## config.mk

```make
export PLATFORM = sky130hd
export DESIGN_NAME = sign_mag_combiner
export DESIGN_NICKNAME = d
export VERILOG_FILES = /design/src/rtl/sign_mag_combiner.sv
export SDC_FILE = /design/constraint.sdc
export NUM_CORES = 1
export LEC_CHECK = 0
export CAP_MARGIN = 0
export CORE_ASPECT_RATIO = 2
export CORE_MARGIN = 5
export CORE_UTILIZATION = 40
export CTS_CLUSTER_SIZE = 30
export DETAILED_ROUTE_END_ITERATION = 10
export PLACE_DENSITY = 0.71
export SYNTH_ARGS = -nofsm -noshare
export SYNTH_HDL_FRONTEND = slang
export SYNTH_SLANG_ARGS = --single-unit
```

## constraint.sdc

```tcl
create_clock -name clk -period 2.8 [get_ports clk]
set_input_delay 0.84 -clock clk [delete_from_list [all_inputs] [get_ports clk]]
set_output_delay 0.84 -clock clk [all_outputs]
set_load 0.02 [all_outputs]
```

## src/rtl/sign_mag_combiner.sv

```systemverilog
// sign_mag_combiner: rebuilds Wc two's-complement W-bit LLRs from sign/magnitude pairs, P lanes per cycle.
// Result valid Wc/P cycles after acceptance; held until out_ready, and a new frame may be accepted on the release cycle.
module sign_mag_combiner #(
  parameter int W  = 6,
  parameter int Wc = 18,
  parameter int P  = 6
) (
  input  logic                clk,
  input  logic                rst,
  input  logic                in_valid,
  output logic                in_ready,
  input  logic [Wc-1:0]       signL,
  input  logic [Wc*(W-1)-1:0] absL,
  output logic                out_valid,
  input  logic                out_ready,
  output logic [Wc*W-1:0]     L,
  output logic                nz_flag
);

  localparam int N  = Wc / P;
  localparam int M  = W - 1;
  localparam int GW = (N > 1) ? $clog2(N) : 1;
  localparam logic [GW-1:0] LAST_GRP = GW'(N - 1);

  typedef enum logic [1:0] {IDLE, CONV, HOLD} state_t;

  state_t          r_state;
  state_t          w_state_nxt;

  logic [Wc-1:0]   r_sign;
  logic [Wc*M-1:0] r_abs;
  logic [Wc*W-1:0] r_L;
  logic [GW-1:0]   r_grp;
  logic            r_nz_acc;
  logic            r_nz;

  logic [Wc*W-1:0] w_conv;
  logic [Wc-1:0]   w_lane_nz;
  logic [N-1:0]    w_grp_nz;
  logic            w_sel_nz;
  logic            w_last;
  logic            w_capture;

  genvar gi;
  generate
    for (gi = 0; gi < Wc; gi++) begin : g_lane
      logic [W-1:0] w_ext;
      assign w_ext = {1'b0, r_abs[gi*M +: M]};
      // Negating a zero magnitude yields zero, so -0 collapses to +0 without a special case.
      assign w_conv[gi*W +: W] = r_sign[gi] ? (W'(0) - w_ext) : w_ext;
      assign w_lane_nz[gi]     = r_sign[gi] & ~(|r_abs[gi*M +: M]);
    end
    for (gi = 0; gi < N; gi++) begin : g_grp
      assign w_grp_nz[gi] = |w_lane_nz[gi*P +: P];
    end
  endgenerate

  always_comb begin
    w_sel_nz = 1'b0;
    for (int g = 0; g < N; g++) begin
      if (r_grp == GW'(g)) w_sel_nz = w_grp_nz[g];
    end
  end

  assign w_last = (r_grp == LAST_GRP);

  always_comb begin
    w_state_nxt = r_state;
    in_ready    = 1'b0;
    out_valid   = 1'b0;
    case (r_state)
      IDLE: begin
        in_ready = rst;
        if (in_valid && rst) w_state_nxt = CONV;
      end
      CONV: begin
        if (w_last) w_state_nxt = HOLD;
      end
      HOLD: begin
        out_valid = 1'b1;
        in_ready  = out_ready & rst;
        if (out_ready) w_state_nxt = in_valid ? CONV : IDLE;
      end
      default: w_state_nxt = IDLE;
    endcase
  end

  assign w_capture = in_valid & in_ready;

  always_ff @(posedge clk or negedge rst) begin
    if (!rst) r_state <= IDLE;
    else      r_state <= w_state_nxt;
  end

  always_ff @(posedge clk or negedge rst) begin
    if (!rst) begin
      r_sign   <= '0;
      r_abs    <= '0;
      r_grp    <= '0;
      r_nz_acc <= 1'b0;
      r_nz     <= 1'b0;
    end else if (w_capture) begin
      r_sign   <= signL;
      r_abs    <= absL;
      r_grp    <= '0;
      r_nz_acc <= 1'b0;
    end else if (r_state == CONV) begin
      r_nz_acc <= r_nz_acc | w_sel_nz;
      if (w_last) begin
        r_grp <= '0;
        r_nz  <= r_nz_acc | w_sel_nz;
      end else begin
        r_grp <= r_grp + GW'(1);
      end
    end
  end

  // Only the addressed group is written, so earlier groups stay intact for the rest of the frame.
  always_ff @(posedge clk or negedge rst) begin
    if (!rst) begin
      r_L <= '0;
    end else if (r_state == CONV) begin
      for (int g = 0; g < N; g++) begin
        if (r_grp == GW'(g)) r_L[g*P*W +: P*W] <= w_conv[g*P*W +: P*W];
      end
    end
  end

  assign L       = r_L;
  assign nz_flag = r_nz;

endmodule

```

# Yosys cells after proc, flatten, opt, wreduce, memory -nomap -nowiden
# Cells that the tools add are included.
[totals]
register_bits = 222
in_bits = 112
[op_classes]
n_addsub = 19
eq_ne = 7
n_mux = 33
bitwise = 40
reduce_logical = 30
[ops]
columns = ["op", "count"]
rows = [
  ["2-to-1 mux 6 bit", 18],
  ["subtractor 1 x 5 -> 6 bit (first input constant)", 18],
  ["OR reduction 5 bit", 18],
  ["bitwise AND 1 bit", 20],
  ["NOT 1 bit", 19],
  ["OR reduction 6 bit", 3],
  ["2-to-1 mux 2 bit", 6],
  ["2-to-1 mux 1 bit", 7],
  ["!= test 2 bit (second input constant)", 3],
  ["case mux 2 bit (3 select lines)", 1],
  ["AND reduction 2 bit", 3],
  ["AND reduction 3 bit", 2],
  ["== test 2 x 1 -> 1 bit (second input constant)", 2],
  ["== test 2 bit (second input constant)", 2],
  ["zero test 2 bit", 2],
  ["adder 2 x 1 -> 2 bit (second input constant)", 1],
  ["case mux 1 bit (2 select lines)", 1],
  ["nonzero test 2 bit", 1],
  ["logical AND 1 bit", 1],
  ["bitwise OR 1 bit", 1],
]

# Longest topological paths before layout
# Gate-level depths: netlist (run 1).
[logic_depth]
depth_word = 10
ltp_mapped = 8
ltp_nobuf = 8

# Worst setup path after synthesis (run 1)
# Ideal clock, no wire load.
[synth_path]
path_kind = "in2out"
start = "in rst"
end = "out in_ready"
arrival_ns = 1.213
required_ns = 1.960
slack_ns = 0.747
stages = 2
cell_sequence = "nor2b_2 -> and2_1"
[synth_between]
elab_chain_cells = 2
[synth_rtl]
columns = ["item", "line_no", "text"]
rows = [
  ["from (decl)", "9", "input logic rst,"],
  ["bitwise AND 1 bit", "81", "in_ready = out_ready & rst;"],
  ["case mux 1 bit (2 select lines) (*)", "71", "case (r_state)"],
  ["to (decl)", "11", "output logic in_ready,"],
]
# Every way passes the cells marked *; elsewhere a longest branch is shown, timed or not.

# Worst setup path in the final report (run 1)
[layout_path]
start = "in out_ready"
end = "out in_ready"
[layout_between]
elab_chain_cells = 2
[layout_rtl]
columns = ["item", "line_no", "text"]
rows = [
  ["from (decl)", "15", "input logic out_ready,"],
  ["bitwise AND 1 bit", "81", ""],
  ["case mux 1 bit (2 select lines)", "71", ""],
]
# No other way between the ends.

==> summary.txt, run 1 <==
Cells and area
  • # fillers: ~2.3k
  • Post-Layout Cell Count: roughly 1.5k
  • Share of layout cells above drive strength 1: 11.2%
  • Layout area overhead: 31.3%
  • Multi-input gate area: 4080 um2
  • Register area: 5560 um2
  • Fin nets: roughly 1.3k
  • Post-layout util: ~53%

Place
  • Gp weighted congestion: between 0.8 and 0.9
  • Post-place setup slack: -0.224 ns
  • Detailed placement HPWL: 19,000 um
  • I/O Buffers: 222
  • Dpl cells: 1,427

Logic synthesis
  • Yosys cell types: 35
  • Top cell type by total area after synthesis: dfrtp_1
  • Post-synthesis async set-or-reset flop share: 100%
  • Yosys top cell area share: a little over half
  • Synthesized netlist cell count: about 900
  • Main flop type after synthesis: dfrtp_1
  • Post-synth EDFFs: 0
  • Post-Syn Area: 10,200 um2
  • YS warnings: 0
  • Post-synth net total: 1,058
  • Seq/Total Area, Yosys: approximately 55%
  • Seq cells post-synth: 222
  • Ranking of synthesized cells by area: dfrtp_1, mux2_4, ha_1
  • Avg Inst Size Synth: 11.2 um2

Routing
  • Final WL: 25,500 um
  • Average wire per standard cell: roughly 17 um
  • Routed vias: 7,208
  • DRC viols: 0
  • DRT Pass-1 Iters: 4
  • Drt via density: around 4.9
  • Iteration-0 DRC Markers: around 300
  • Final ANT Viol Nets: 0

Global routing
  • Remaining Overflow, GRT: 0
  • First-pass GRT wire length: roughly 40,000 um
  • Initial antenna violation count: 3
  • Largest net degree at the start of global routing: 175
  • GRT Total Usage: 17.7%
  • Number of global-route vias before repair: about 7.6k

STA
  • Worst rel slew slack: 28.1%
  • Least-Margin Pin Slew: 1.08 ns
  • Fmax: 367 MHz
  • Clock Skews: 0.0139 ns
  • RSZ-0062 raised after global routing: false
  • Final slew viol count: 0
  • Final setup viols: 0
  • Final period util: 97.2%
  • Slack of the critical path: 0.0784 ns
  • Final Hold Viols: 0
  • Minimum clock period: 2.72 ns
  • WHS: 0.448 ns

Clock network
  • H-tree levels: 1
  • Clock Sinks: 222
  • CTS tree: built
  • CTS max path bufs: 3
  • Reg clk slew, reported paths: ~0.060 ns
  • Hold_buf cts: 0
  • Clk_lat worst skew: 0.50 ns
  • Root buf cell: clkbuf_16
  • CTS buffer count: 21

Worst setup path
  • Worst Path Max Fanout: 2
  • Crit path cell chain: clkdlybuf4s50_1 -> nand2b_1 -> and2_1 -> clkdlybuf4s15_1
  • CP bufs+invs: 2
  • CP required: 1.96 ns
  • Critical path arrival: 1.88 ns
  • Startpoint Class: input pin
  • Worst Setup Path Type: input pin to primary output
  • Worst path slowest cell: clkdlybuf4s50_1
  • CP Capture Type: primary output
  • CP top delay family: buffers and inverters
  • Crit path largest cell delay: 0.47 ns

Power
  • Power density cells: 1260 nW/um2
  • Total power: between 15 and 20 mW
  • Leakage power: 5.71 nW
  • Maximum VDD drop: 0.670 mV

Die
  • I/O Pins: 223
  • Initial Util: 40.6%
  • Core Box Area: 25,000 um2
  • Die Wd: 123 um
  • FP Rows: 82
  • Die outline area: 28,900 um2
  • Die Y: about 240 um

Hold path
  • Worst Hold Class: input pin to async pin

Run status
  • Status: finished clean

Job
  • Max-Cap Viols: 0
-- report_power, final --
| group | internal (mW) | leakage [nW] | switching [mW] |
|---|---|---|---|
| sequential | 4.84 | 2.61 | 1.49 |
| combinational | 3.90 | 2.78 | 3.80 |
| clock | 1.57 | 0.325 | 1.18 |
| total | 10.3 | 5.71 | 6.46 |
-- cell families (layout without fill, tap and decap cells) --
kind of cell    after synthesis  after routing  synth area share (%)
other cells                   0              2                     0
simple gates                197            197                  8.89
compound gates              198            198                  10.8
mux                         108            108                  12.8
xor+xnor                     36             36                  3.10
fa+ha+maj                    36             36                  4.43
flops                       222            222                  54.7
buf+inv                     113            328                  5.37
-- layer usage --
metal  global-route usage (%)  up-vias  part of all wire [%]
li1                         -     3496                     -
met2                     33.5      177                    56
met5                        0        -                 0.051
met1                     18.8     3490                    36
met3                     2.86       43                   5.0
met4                     7.34        2                   3.6
-- per-stage QoR --
step / cell area (um2) / setup TNS, ns
2_1_floorplan: 10200 / 0
3_3_place_gp: 12700 / -0.204
5_1_grt: 13300 / 0
4_1_cts: 13300 / 0
6_report: 13300 / 0
3_5_place_dp: 12700 / -0.224
-- worst reg2reg max path: cells and delay by family, from the launching register on --
kind | cells | cell delay [ns]
AO/OA/AOI/OAI | 3 | 0.64
flip-flops | 1 | 0.39
adder cells (fa/ha/maj) | 2 | 0.39
AND/OR/NAND/NOR | 2 | 0.26
buffers and inverters | 1 | 0.08
-- state kept, by name, indices dropped and copies added (netlist names) --
register and flops:
L 108, r_abs 90, r_sign 18, r_grp 2, r_state 2, nz_flag 1, r_nz_acc 1
-- synth_stat cells, types with 3 or more instances --
| cell | count |
|---|---|
| dfrtp_1 | 222 |
| a22oi_1 | 6 |
| mux2_2 | 38 |
| nor2_1 | 94 |
| o21ai_0 | 58 |
| mux2_4 | 34 |
| ha_1 | 36 |
| buf_6 | 10 |
| nand2_1 | 56 |
| buf_2 | 19 |
| xnor2_1 | 18 |
| nor2b_1 | 18 |
| a21oi_1 | 76 |
| nand2b_1 | 3 |
| buf_4 | 6 |
| inv_1 | 56 |
| mux2i_1 | 36 |
| o31ai_1 | 18 |
| clkbuf_1 | 22 |
| xor2_1 | 18 |
| a31oi_1 | 20 |
| o21ai_1 | 14 |
| nor3b_1 | 18 |
-- layout by cell type, fill, tap and decap left out, types with 10 or more instances in the layout --
| cell type | count |
|---|---|
| dfrtp_1 | 222 |
| clkdlybuf4s50_1 | 220 |
| nor2_1 | 94 |
| a21oi_1 | 76 |
| o21ai_0 | 58 |
| nand2_1 | 56 |
| inv_1 | 56 |
| mux2_2 | 38 |
| mux2i_1 | 36 |
| ha_1 | 36 |
| mux2_4 | 34 |
| clkbuf_16 | 21 |
| a31oi_1 | 20 |
| nor3b_1 | 18 |
| o31ai_1 | 18 |
| xor2_1 | 18 |
| nor2b_1 | 18 |
| xnor2_1 | 18 |
| o21ai_1 | 14 |
| buf_4 | 10 |
-- worst paths after layout --
check / cells after the start / endpoint / start / slack [ns]
max reg2reg: 8 / r_nz_acc / r_abs[55] / 0.89
min: 2 / r_state[1] / rst / 0.45
min reg2reg: 1 / L[48] / L[48] / 0.51
max in group asynchronous: 3 / r_abs[61] / rst / 0.86
max: 4 / in_ready / out_ready / 0.08
min in group clk: 1 / L[48] / L[48] / 0.51
-- layout make-up --
type                       count  share of cell area (%)
inverter                      56                    1.58
antenna                        2                  0.0375
timing repair buffer         238                    18.2
multi-input combinational    575                    30.6
clock inverter                 6                   0.413
tap                          336                    3.15
sequential                   222                    41.6
clock buffer                  28                    4.44
-- timing repair --
| action | 4_1_cts | 5_1_grt |
|---|---|---|
| gates cloned | 0 | 0 |
| setup buffers | 0 | 0 |
| endpoints found under the setup margin | 1 | 1 |
| gates resized for setup | 1 | 1 |
Note: power is estimated with default switching activity, not from simulation.
==> run 2: changes to the inputs <==
ABC_CLOCK_PERIOD_IN_PS = 2800   (was unset)
==> results of run 2 <==
No change in the layout: final DEF, timing and power equal those of run 1.
